`src/rtl/extend_and_stream.sv`:
```
// Per-lane enable gating (zero / hold / ones) into a registered skid-buffered
// output stream, with a saturating count of words that had any lane gated.
module extend_and_stream #(
    parameter int WIDTH = 8,
    parameter int CH    = 4
) (
    input  logic                CLK,
    input  logic                RST,
    input  logic [CH*WIDTH-1:0] in_data,
    input  logic                in_valid,
    output logic                in_ready,
    input  logic [CH-1:0]       en,
    input  logic [1:0]          mode,
    output logic [CH*WIDTH-1:0] out_data,
    output logic                out_valid,
    input  logic                out_ready,
    output logic [15:0]         gate_cnt,
    input  logic                cnt_clr
);

    localparam logic [1:0] MODE_HOLD = 2'b01;
    localparam logic [1:0] MODE_ONES = 2'b10;

    logic [CH-1:0][WIDTH-1:0] last_q;
    logic [CH-1:0][WIDTH-1:0] last_d;
    logic [CH*WIDTH-1:0]      gated;
    logic [CH*WIDTH-1:0]      main_q, main_d;
    logic [CH*WIDTH-1:0]      skid_q, skid_d;
    logic                     main_valid_q, main_valid_d;
    logic                     skid_valid_q, skid_valid_d;
    logic                     rdy_q;
    logic [15:0]              cnt_q, cnt_d;
    logic                     accept;
    logic                     main_free;

    assign accept    = in_valid && rdy_q;
    assign main_free = !main_valid_q || out_ready;

    always_comb begin
        gated  = '0;
        last_d = last_q;
        for (int c = 0; c < CH; c++) begin
            if (en[c]) begin
                gated[c*WIDTH +: WIDTH] = in_data[c*WIDTH +: WIDTH];
                if (accept) last_d[c] = in_data[c*WIDTH +: WIDTH];
            end else begin
                unique case (mode)
                    MODE_HOLD: gated[c*WIDTH +: WIDTH] = last_q[c];
                    MODE_ONES: gated[c*WIDTH +: WIDTH] = '1;
                    default:   gated[c*WIDTH +: WIDTH] = '0;
                endcase
            end
        end
    end

    // A full skid implies in_ready is low, so draining skid never races an accept.
    always_comb begin
        main_d       = main_q;
        main_valid_d = main_valid_q;
        skid_d       = skid_q;
        skid_valid_d = skid_valid_q;
        if (skid_valid_q && out_ready) begin
            main_d       = skid_q;
            main_valid_d = 1'b1;
            skid_valid_d = 1'b0;
        end else if (accept) begin
            if (main_free) begin
                main_d       = gated;
                main_valid_d = 1'b1;
            end else begin
                skid_d       = gated;
                skid_valid_d = 1'b1;
            end
        end else if (out_ready) begin
            main_valid_d = 1'b0;
        end
    end

    always_comb begin
        cnt_d = cnt_q;
        if (cnt_clr) begin
            cnt_d = '0;
        end else if (accept && (en != '1) && (cnt_q != 16'hFFFF)) begin
            cnt_d = cnt_q + 16'd1;
        end
    end

    always_ff @(posedge CLK or posedge RST) begin
        if (RST) begin
            last_q       <= '0;
            main_q       <= '0;
            main_valid_q <= 1'b0;
            skid_q       <= '0;
            skid_valid_q <= 1'b0;
            rdy_q        <= 1'b0;
            cnt_q        <= '0;
        end else begin
            last_q       <= last_d;
            main_q       <= main_d;
            main_valid_q <= main_valid_d;
            skid_q       <= skid_d;
            skid_valid_q <= skid_valid_d;
            rdy_q        <= !skid_valid_d;
            cnt_q        <= cnt_d;
        end
    end

    assign in_ready  = rdy_q;
    assign out_data  = main_q;
    assign out_valid = main_valid_q;
    assign gate_cnt  = cnt_q;

endmodule

```
`config.mk`:
```
export PLATFORM = sky130hd
export DESIGN_NAME = extend_and_stream
export DESIGN_NICKNAME = d
export VERILOG_FILES = /design/src/rtl/extend_and_stream.sv
export SDC_FILE = /design/constraint.sdc
export NUM_CORES = 1
export LEC_CHECK = 0
export ABC_AREA = 1
export BUFFER_PORTS_ARGS = -buffer_cell sky130_fd_sc_hd__buf_2
export CAP_MARGIN = 30
export CORE_AREA = 2 2 122 124
export DETAILED_ROUTE_END_ITERATION = 12
export DIE_AREA = 0 0 124 126
export GPL_TIMING_DRIVEN = 0
export PLACE_DENSITY = 0.69
export SLEW_MARGIN = 5
export SYNTH_ARGS = -nofsm -noshare
export SYNTH_HDL_FRONTEND = slang
export SYNTH_SLANG_ARGS = --single-unit
```
`constraint.sdc`:
```
create_clock -name CLK -period 8.6 [get_ports CLK]
set_clock_uncertainty 0.05 [all_clocks]
set_input_delay 0.86 -clock CLK [delete_from_list [all_inputs] [get_ports CLK]]
set_output_delay 0.86 -clock CLK [all_outputs]
set_load 0.1 [all_outputs]
```
# Yosys cells after proc, flatten, opt, wreduce, memory -nomap -nowiden

Cells that the tools add are included.

Register bits after elaboration: 115
Output and inout bits: 50
Bits of input ports: 43
Logic and storage cells: 56

Reductions and logical operators: 18
Bitwise gates (word level): 2
Add/sub/neg operators: 1
Multiplexer cells: 20
Eq/ne operators: 5

Operators with widths:

| operator                                                               | number |
|---|---|
| 32-bit 2-to-1 mux                                                      | 3 |
| 8-bit one-hot mux with 2 select lines                                  | 4 |
| 16-bit 2-to-1 mux                                                      | 2 |
| 8-bit 2-to-1 mux                                                       | 4 |
| 16-bit by 1-bit adder with 16-bit output (second input constant)       | 1 |
| 16-bit != test (second input constant)                                 | 1 |
| 2-bit AND reduction                                                    | 6 |
| 1-bit 2-to-1 mux                                                       | 7 |
| 2-bit nonzero test                                                     | 3 |
| 1-bit logical AND                                                      | 4 |
| 4-bit != test (second input constant)                                  | 1 |
| 3-bit by 1-bit != test with 1-bit output (second input constant)       | 1 |
| 3-bit AND reduction                                                    | 1 |
| 3-bit nonzero test                                                     | 1 |
| 2-bit by 1-bit equality test with 1-bit output (second input constant) | 1 |
| 2-bit equality test (second input constant)                            | 1 |
| 1-bit logical NOT                                                      | 2 |
| 1-bit NOT                                                              | 2 |
| 1-bit logical OR                                                       | 1 |

# Depth between registers and ports, before layout

Depth after elaboration: 6
Gate-level depth with buffers: 10

# Least setup slack after synthesis

Ideal clock, no wire load.

Path type: register -> register
From: reg cnt_q[1], in the netlist gate_cnt[1]
To: reg cnt_q[2], in the netlist gate_cnt[2]
Data required time: 8483 ps
Clock period less this slack: 2293 ps
Setup slack: 6307 ps
Cell stages (with the launch flop): 11
Arrival time: 2175 ps
Cells stage by stage: dfrtp_1 ha_1 nand2_2 nor2_4 nand2_2 nor2_4 o21ai_4 clkinv_2 buf_6 nand2_1 nand2_1

Cells in the longest elaborated chain, start to end: 3
Elaborated cells between the ends (all ways): 6
Classes of those cells: add/sub: 1; eq/ne: 1; mux: 2; reduce/logical: 2

RTL lines:

| element                                                                           | RTL line | source |
|---|---|---|
| start, declared                                                                   | 32       | `logic [15:0] cnt_q, cnt_d;` |
| start signal, assigned                                                            | 104      | `cnt_q <= cnt_d;` |
| 16-bit by 1-bit adder with 16-bit output / 16-bit != test (equally long branches) | 84, 83   |  |
| 16-bit 2-to-1 mux / 1-bit logical AND (equally long branches)                     | 83       | `end else if (accept && (en != '1) && (cnt_q != 16'hFFFF)) begin` |
| 16-bit 2-to-1 mux / 2-bit nonzero test (equally long branches)                    | -        |  |

Several ways; a longest one is shown, not always the timed one. The select of a mux whose other input is x is not followed.
A chain may end at the register's enable or synchronous reset.

# Worst setup path after layout

From: reg cnt_q[12], in the netlist gate_cnt[12]
To: out gate_cnt[12]

RTL lines:

| element       | RTL line | source |
|---|---|---|
| end, declared | 17       | `output logic [15:0] gate_cnt,` |

No word-level cell between the ends.

==> impl_summary.txt <==
----------------------------------------------------
[Logic synthesis]
  Mean instance size in the synthesized netlist ... 7.95 µm²
  Mux share of post-synthesis cell area ... 0
  Proportion of synthesized chip area in sequential cells ... 0.523
  Summed instance area of the synthesized netlist ... 0.00550 mm²
  Synthesized instance count ... about 700
  Syn Nets ... 738
  Largest family of logic cells by synthesized area ... compound AO/OA/AOI/OAI gates
  Post-synthesis cell type count ... 28
  Synthesized-area fraction occupied by ao, oa, aoi and oai cells ... 0.195
  Adder and majority gate portion of the synthesized area ... 0.00682
  Fraction of post-synthesis cell area in the top cell type by area ... 0.523
  Yosys warns ... 0
  Synth Area in XOR/XNOR ... 0.00637
  Count of state elements after synthesis ... 115
  Dominant cells by area after synthesis ... sky130_fd_sc_hd__dfrtp_1 (52%), sky130_fd_sc_hd__nand2_1 (13%), sky130_fd_sc_hd__o21ai_0 (8.7%)
  Simple-gate area share of the yosys netlist ... 0.180
  Cell type with the largest total area after synthesis ... sky130_fd_sc_hd__dfrtp_1

[Setup path]
  Critical path's largest stage delay ... 480 ps
  Startpoint of the most critical register-to-register path ... gate_cnt[0]
  Largest fanout of any net on the critical path ... 7
  Startpoint types ... flip-flop
  Arrival time of data at the critical path endpoint ... 1370 ps
  Length in cells of the worst reg-to-reg path ... 10
  Critical Path Sink ... gate_cnt[12]
  Number of stages on the worst setup path ... 1
  Largest delay contributor family on the critical path ... buffers and inverters
  Critical path buffers and inverters ... 1
  Category of the critical setup timing path ... reg2out
  CP required ... 7690 ps
  Worst-path cell with the longest stage delay ... sky130_fd_sc_hd__buf_2
  Crit-path cells ... buf_2
  Worst-case register-to-register setup slack ... 6800 ps
  Launching instance or port of the critical path ... gate_cnt[12]
  Terminus of the critical flop-to-flop path ... gate_cnt[9]
  Worst Setup End Kind ... output pin

[Clock network]
  Post-CTS Setup Inserts ... 0
  CTS clk-pin slew, worst paths ... 50 ps
  Hold_buf cts ... 0
  CTS H-Tree Depth ... 4
  Number of buffers added by the clock tree synthesis step ... 17
  Cts repair resizes ... 0
  Root Buffer Master ... sky130_fd_sc_hd__clkbuf_16
  Sinks on the clock net ... 115
  Clock latency at the later pin of the worst-skew pair ... ~420 ps
  CTS tree ... built
  Buffer levels on the longest clock path ... 2

[GRT]
  First-pass GRT wire length ... 23300 µm
  Via count of the first global-routing pass ... ~4700
  Initial antenna violation count ... 0
  Overflow left after global routing ... 0
  Maximum number of pins on one net before global-route repair ... 87
  Global Route Usage Sum ... 0.192

[STA]
  Final hold violations ... 0
  Final hold slack ... 358 ps
  RSZ-0062 raised after global routing ... no
  Max transition margin ... 0.624
  Pins over their slew limit ... 0
  Min Clock Period, post-route ... 2280 ps
  Final setup viols ... 0
  Setup TNS after final layout ... 0 ps
  Period utilisation layout ... 0.265
  Achievable Freq ... between 400 and 500 MHz
  Actual transition at the worst max-transition pin ... 564 ps

[Min path]
  Hold/Removal Path Class ... in2async

[Finish]
  Layout cells sized above 1 ... 0.176
  Antenna Cells ... 0
  Area taken by multi-input logic gates ... 0.00213 mm²
  Nets ... 850
  Commonest cells after routing, fill and taps aside ... sky130_fd_sc_hd__nand2_1 (194), sky130_fd_sc_hd__dfrtp_1 (115), sky130_fd_sc_hd__buf_2 (100)
  Most frequent standard cell in the layout excluding fill and tap cells ... sky130_fd_sc_hd__nand2_1
  Core occupancy in the finished layout ... 0.475
  Final Instance Count excl. Fillers ... 1001
  Count of fill cells added during filler insertion ... 1450
  Area growth from synthesis to layout ... 23.7%
  Combined flip-flop and latch cell area ... 0.00288 mm²

[Power]
  Power per cell area ... 318 mW/mm²
  Final Power ... 2.16 mW
  Static Leakage ... 3.46 nW
  Peak supply drop ... 0.177 mV

[Floorplanning]
  Standard-cell rows ... 44
  Die Outline Area ... between 0.015 and 0.02 mm²
  Die H ... 126 µm
  Effective utilization at floorplan ... 0.384
  I/O pin cnt ... 93
  X dimension of the die ... 124 µm
  Floorplan core area ... ~0.014 mm²

[Drt]
  Iter 0 DRT Violations ... 404
  Total number of vias ... 4969
  DR pass1 iterations ... 7
  Residual DRC count ... 0
  Average detailed-routed wire length per instance ... 14.3 µm
  Post-route ant nets ... 0
  Vias/cell ... ~5
  Detailed-route wire length ... around 14000 µm

[Placement]
  IO buf count ... 92
  Instance count after placement with tap cells included ... 969
  Routability Congestion ... 0.809
  Post-DP HPWL ... between 9000 and 10000 µm

[Flow run]
  Total of max-cap violations ... 0

[Outcome]
  Result of the run ... complete, no violations

----------------------------------------------------
flip-flops by register name, summed over array words and instances (netlist names):
name	cells
out_data	32
in_ready	1
skid_valid_q	1
out_valid	1
skid_q	32
last_q	32
gate_cnt	16
worst min-delay path by stage:
stage	to	slack (ps)	start
global route	gate_cnt[2]	370	RST
floorplan	in_ready	390	skid_valid_q
detailed placement	in_ready	410	skid_valid_q
CTS	gate_cnt[2]	360	RST
global placement	in_ready	410	skid_valid_q
finish	gate_cnt[3]	360	RST
logic make-up (layout without fill, tap and decap cells):
kind of cell / after synthesis / after routing
and+or+nand+nor: 245 / 245
adders and majority gates: 3 / 3
DFF: 115 / 115
buffers and inverters: 122 / 247
xor gates and xnor gates: 4 / 4
AOI/OAI and AO/OA: 203 / 203
metrics by stage:
stage               worst slack, ps  instance area, µm²
CTS                            6310                6810
global placement               3220                6190
floorplan                      4650                5500
detailed placement             6210                6220
finish                         6320                6810
global route                   6280                6810
where the power goes:
part	switching [mW]	total (mW)	internal [mW]
Clock	0.243	0.689	0.447
Sequential	0.0600	0.740	0.680
Combinational	0.598	0.732	0.135
Yosys cell counts, drive strengths merged:
library cell    n
a21oi          69
buf            14
clkbuf         20
clkinv          5
dfrtp         115
ha              3
inv            83
nand2         196
nand3          18
nand3b          1
nand4           8
nor2           22
o21ai         101
o21bai          1
o22ai          32
xnor2           2
xor2            2
routing by layer:
metal | share of wire | track usage | wire length [µm]
met5 | 0 | 0 | 0
met4 | 0.019 | 0.0687 | 265
met3 | 0.058 | 0.0539 | 828
met2 | 0.46 | 0.283 | 6540
met1 | 0.47 | 0.271 | 6690
area by class of cell:
cell class / instances / share of cell area
Buffer: 34 / 0.0230
Clock buffer: 23 / 0.0702
Clock inverter: 9 / 0.0153
Inverter: 88 / 0.0495
Multi-Input combinational cell: 455 / 0.314
Sequential cell: 115 / 0.423
Tap cell: 184 / 0.0338
Timing Repair Buffer: 93 / 0.0717
Note: power is estimated with default switching activity, not from simulation.
